File: src/rtl/addsub_issue_ctrl.sv
// addsub_issue_ctrl
//   Command sequencer and result-capture stage around a 32-bit combinational
//   adder/subtractor. A command is accepted over a valid/ready handshake; its
//   operands are registered onto the adder and held for SETTLE_CYCLES edges.
//   The adder output is then captured, optionally saturated, into a response
//   register. ACC ops use and update a 32-bit accumulator and a sticky overflow flag.
//
//   state | meaning
//   IDLE  | ready for a command (cmd_ready=1)
//   ISSUE | operands held on the adder, settle counter running
//   RESP  | response held until the consumer takes it
//
// Ports
//   clk, rst_n                    clock (rising edge), async active-low reset
//   cmd_valid/cmd_ready           command handshake
//   cmd_op[1:0]                   00 ADD, 01 SUB, 10 ACC_ADD, 11 ACC_SUB
//   cmd_a, cmd_b                  operands (cmd_a ignored for ACC ops)
//   alu_a, alu_b, alu_sub         registered drive to the adder
//   alu_result, alu_pos_ovf/neg   adder outputs
//   rsp_valid/rsp_ready           response handshake
//   rsp_result, rsp_pos/neg_ovf   captured response
//   acc_clear                     synchronous clear of accumulator and sticky flag
//   acc_value, sticky_ovf         accumulator state
module addsub_issue_ctrl #(
   parameter int unsigned SETTLE_CYCLES = 2,
   parameter bit          SATURATE      = 1'b0
) (
   input  logic        clk,
   input  logic        rst_n,
   input  logic        cmd_valid,
   output logic        cmd_ready,
   input  logic [1:0]  cmd_op,
   input  logic [31:0] cmd_a,
   input  logic [31:0] cmd_b,
   output logic [31:0] alu_a,
   output logic [31:0] alu_b,
   output logic        alu_sub,
   input  logic [31:0] alu_result,
   input  logic        alu_pos_ovf,
   input  logic        alu_neg_ovf,
   output logic        rsp_valid,
   input  logic        rsp_ready,
   output logic [31:0] rsp_result,
   output logic        rsp_pos_ovf,
   output logic        rsp_neg_ovf,
   input  logic        acc_clear,
   output logic [31:0] acc_value,
   output logic        sticky_ovf
);

   localparam int unsigned CNT_W = (SETTLE_CYCLES < 2) ? 1 : $clog2(SETTLE_CYCLES + 1);
   localparam logic [CNT_W-1:0] CNT_INIT = CNT_W'(SETTLE_CYCLES);

   typedef enum logic [1:0] {
      IDLE  = 2'd0,
      ISSUE = 2'd1,
      RESP  = 2'd2
   } state_t;

   state_t           state;
   state_t           state_nxt;
   logic [CNT_W-1:0] cnt;
   logic             acc_op;
   logic             accept;
   logic             capture;
   logic             rsp_done;
   logic [31:0]      sat_result;

   assign accept   = cmd_valid & cmd_ready;
   assign capture  = (state == ISSUE) && (cnt == CNT_W'(1));
   assign rsp_done = rsp_valid & rsp_ready;

   always_ff @(posedge clk or negedge rst_n) begin
      if (!rst_n) state <= IDLE;
      else        state <= state_nxt;
   end

   always_comb begin
      state_nxt = state;
      case (state)
         IDLE:    if (accept)   state_nxt = ISSUE;
         ISSUE:   if (capture)  state_nxt = RESP;
         RESP:    if (rsp_done) state_nxt = IDLE;
         default:               state_nxt = IDLE;
      endcase
   end

   always_comb begin
      sat_result = alu_result;
      if (SATURATE) begin
         if (alu_pos_ovf)      sat_result = 32'h7FFF_FFFF;
         else if (alu_neg_ovf) sat_result = 32'h8000_0000;
      end
   end

   // cmd_ready is registered so it stays low while in reset and for the first
   // cycle after release, then tracks "next state is IDLE".
   always_ff @(posedge clk or negedge rst_n) begin
      if (!rst_n) begin
         cmd_ready   <= 1'b0;
         cnt         <= '0;
         acc_op      <= 1'b0;
         alu_a       <= '0;
         alu_b       <= '0;
         alu_sub     <= 1'b0;
         rsp_valid   <= 1'b0;
         rsp_result  <= '0;
         rsp_pos_ovf <= 1'b0;
         rsp_neg_ovf <= 1'b0;
         acc_value   <= '0;
         sticky_ovf  <= 1'b0;
      end else begin
         cmd_ready <= (state_nxt == IDLE);

         if (accept) begin
            alu_a   <= cmd_op[1] ? acc_value : cmd_a;
            alu_b   <= cmd_b;
            alu_sub <= cmd_op[0];
            acc_op  <= cmd_op[1];
            cnt     <= CNT_INIT;
         end else if ((state == ISSUE) && (cnt != '0)) begin
            cnt <= cnt - CNT_W'(1);
         end

         if (capture) begin
            rsp_valid   <= 1'b1;
            rsp_result  <= sat_result;
            rsp_pos_ovf <= alu_pos_ovf;
            rsp_neg_ovf <= alu_neg_ovf;
            if (acc_op) begin
               acc_value  <= sat_result;
               sticky_ovf <= sticky_ovf | alu_pos_ovf | alu_neg_ovf;
            end
         end else if (rsp_done) begin
            rsp_valid <= 1'b0;
         end

         // Clear overrides any accumulator update on the same edge.
         if (acc_clear) begin
            acc_value  <= '0;
            sticky_ovf <= 1'b0;
         end
      end
   end

endmodule

File: config.mk
export PLATFORM = sky130hd
export DESIGN_NAME = addsub_issue_ctrl
export DESIGN_NICKNAME = d
export VERILOG_FILES = /design/src/rtl/addsub_issue_ctrl.sv
export SDC_FILE = /design/constraint.sdc
export NUM_CORES = 1
export LEC_CHECK = 0
export ABC_CLOCK_PERIOD_IN_PS = 1300
export CAP_MARGIN = 10
export CORE_MARGIN = 3
export CORE_UTILIZATION = 40
export CTS_BUF_LIST = sky130_fd_sc_hd__clkbuf_8
export CTS_CLUSTER_SIZE = 8
export DETAILED_ROUTE_END_ITERATION = 7
export GPL_ROUTABILITY_DRIVEN = 0
export PLACE_DENSITY_LB_ADDON = 0.05
export SETUP_SLACK_MARGIN = 0.02
export SLEW_MARGIN = 0
export SYNTH_ARGS = -nofsm -noshare
export SYNTH_HDL_FRONTEND = slang
export SYNTH_SLANG_ARGS = --single-unit
File: constraint.sdc
create_clock -name clk -period 1.3 [get_ports clk]
set_input_delay 0.26 -clock clk [delete_from_list [all_inputs] [get_ports clk]]
set_output_delay 0.26 -clock clk [all_outputs]
set_load 0.02 [all_outputs]
==> results.ini <==
[outcome]
outcome = finished with violations
violations = negative setup slack

[floorplan]
rows = 43
dieWidth_um = 126
fp.dieArea_um2 = 15800
initial_utilization = 0.411
die_h_um = 126
io_pins = 239
coreArea_um2 = 13900

[final_layout]
final_common_cell = dfrtp_1
area_growth_pct = 76.3
n_antenna_cell = 0
fin_area_um2 = 10100
fin_nets = 912
final_cell_mix = dfrtp_1 (138), buf_6 (132), buf_4 (105)
drive_gt1_frac = 0.474
n_fill_cell = 1002

[setup_path]
path_class = reg2reg
slowest_stage = dfrtp_1
critPathMaxStageDelay_ns = 0.42
worstSetupStartpointType = register
worstPathRequired_ns = 1.62
startpoint = cnt[0]
regToRegSetupSlack_ns = -0.17
endpoint_kind = register
r2r_cells = 5
r2r_end = rsp_result[6]
crit_arrival_ns = 1.80
critPathMaxFanout = 5
r2r_start = cnt[0]
crit_path_cell_trace = ha_4 > nand3b_1 > buf_6 > clkbuf_16 > mux2_4

[clock_tree]
clk_pin_slew_worst_paths_ns = 0.08
h-tree-depth = 4
clock-sinks = 139
cts_buffers = 17
cts_tree = yes
clk_latency_ns = 0.44
cts_max_path_buffers = 2
clock_tree.root_cell = clkbuf_8

[logic_synthesis]
synth_top_area_share = 0.607
synth_nets = 559
ys_ff_latch = 139
synthCells = 452
yosys.area.top_type = dfrtp_1
syn_area_um2 = 5730
yosysSeqAreaShare = 0.607
synth_area_leaders = dfrtp_1 (61%), mux2_2 (7.9%), mux2_4 (7.3%)
ys_warn_count = 0
synth.distinct_cells = 27
syn_avg_cell_area_um2 = 12.7

[grt]
grt_pass1_wl_um = 26700
grt_max_degree = 35
antenna_found_initial = 0
overflow = 0
grt_pass1_vias = 4949
gr-usage-all-layers = 0.215

[sta]
finalSetupViolations = 70
hold_viol_final = 0
skew_ns = 0.0104
min_period_ns = 1.47
setup_tns_ns = -9.05
slew_headroom = 0.738
maxSlewViolCount = 0
worst_slew_pin_slew_ns = 0.394
fin_ws_ns = -0.173
grt_setup_unrepaired = true
max_freq_ghz = 0.679
fin_crit_sh = 1.13

[routing]
antenna_left = 0
wl_per_cell_um = 17.5
drc_errors = 0
routed_via_density = 4.77
via_count = 4762
drtIter0Drc = 235
routed_wirelength_um = 17500
firstDrtPassIters = 4

[placed_design]
hpwlAfterDp_um = 12000
io_buffers = 238
placed_cell_area_um2 = 8750

[pwr]
p_per_area_nw_per_um2 = 2210
peakVddDrop_mv = 1.29
leakagePower_nw = 4.82

[job]
drv_cap = 0

[worst_hold_path]
hp-class = in2async

## cell families (layout without fill, tap and decap cells)
logic type               count (synthesis)  count (layout)  synth area share
AO/OA/AOI/OAI                           71              71            0.0629
multiplexers                           100             100             0.208
AND/OR/NAND/NOR                        106             106            0.0762
buffers and inverters                   33             399            0.0398
flip-flops                             139             139             0.607
XOR/XNOR                                 1               1           0.00153
adder cells (fa/ha/maj)                  2               2           0.00437
## through the flow
step / utilization / cells / power, mW / hold slack, ns / worst slack (ns)
after global routing: 0.725 / 998 / 23.5 / 0.294 / -0.231
final: 0.725 / 998 / 22.4 / 0.283 / -0.173
after CTS: 0.687 / 967 / 21.4 / 0.257 / -0.180
after detailed placement: 0.628 / 898 / 16.3 / 0.186 / -0.253
after floorplan: - / 452 / 11.5 / -0.0356 / -0.0746
after global placement: 0.628 / 898 / 16.1 / 0.185 / -0.225
## state kept, by name (all words and copies together) (netlist names)
name / flops
cmd_ready: 1
sticky_ovf: 1
acc_value: 32
state: 2
cnt: 2
acc_op: 1
alu_sub: 1
rsp_neg_ovf: 1
rsp_result: 32
rsp_valid: 1
alu_b: 32
alu_a: 32
rsp_pos_ovf: 1
## cell usage after synthesis
library cell and instances:
dfrtp_1 139, nand2_1 97, mux2_2 40, o21ai_0 35, a21oi_1 34, mux2i_1 32, mux2_4 28, clkbuf_1 9
buf_2 8, buf_4 4, buf_6 4, inv_1 4, buf_12 3, ha_1 2, and2_1 1, and4b_2 1
buf_1 1, nand2b_1 1, nand3b_1 1, nand4b_1 1, nor2_1 1, nor3b_2 1, o211ai_1 1, o31ai_1 1
or2b_1 1, or3b_2 1, xnor2_1 1
## routing by layer
metal	up-vias	GRT usage	wire, um
li1	2249	-	-
met1	2304	0.269	6910
met2	186	0.355	8810
met3	23	0.0662	1400
met4	0	0.0772	352
met5	-	0	0
## final cells by class
type | count | area (um^2) | share of cell area
well taps | 180 | 225 | 0.0223
repair buffers | 363 | 3740 | 0.370
multi-input cells | 280 | 2150 | 0.213
inverters | 4 | 15.0 | 0.00149
clock buffers | 22 | 303 | 0.0300
clock inverters | 10 | 185 | 0.0183
flip-flops and latches | 139 | 3480 | 0.344
## power breakdown
part	total (mW)	leakage (nW)	internal, mW	switching, mW
Combinational	11.0	2.84	6.36	4.60
Clock	4.17	0.233	2.54	1.63
Sequential	7.24	1.75	6.00	1.23
Total	22.4	4.82	14.9	7.46
## critical path: cells and delay by family, from the launching register on
kind	cells	cell delay, ns
adder cells (fa/ha/maj)	1	0.18
buffers and inverters	2	0.34
flip-flops	1	0.42
multiplexers	1	0.30
AND/OR/NAND/NOR	1	0.12
## worst max path at each step
stage,end,slack (ns),cells after the start
floorplan,rsp_result[10],-0.07,5
global placement,cmd_ready,-0.23,5
detailed placement,cmd_ready,-0.25,5
CTS,acc_value[20],-0.18,7
global route,acc_value[5],-0.23,7
finish,rsp_result[6],-0.17,5
## what timing repair did
action,in CTS,in global routing
hold buffers,1,0
setup endpoints to repair,205,187
endpoints found under the hold margin,40,0
setup buffers,34,29
gates cloned,2,2
resized for setup,754,81
pin swaps,3,3
Power figures use the tool's default switching activity.
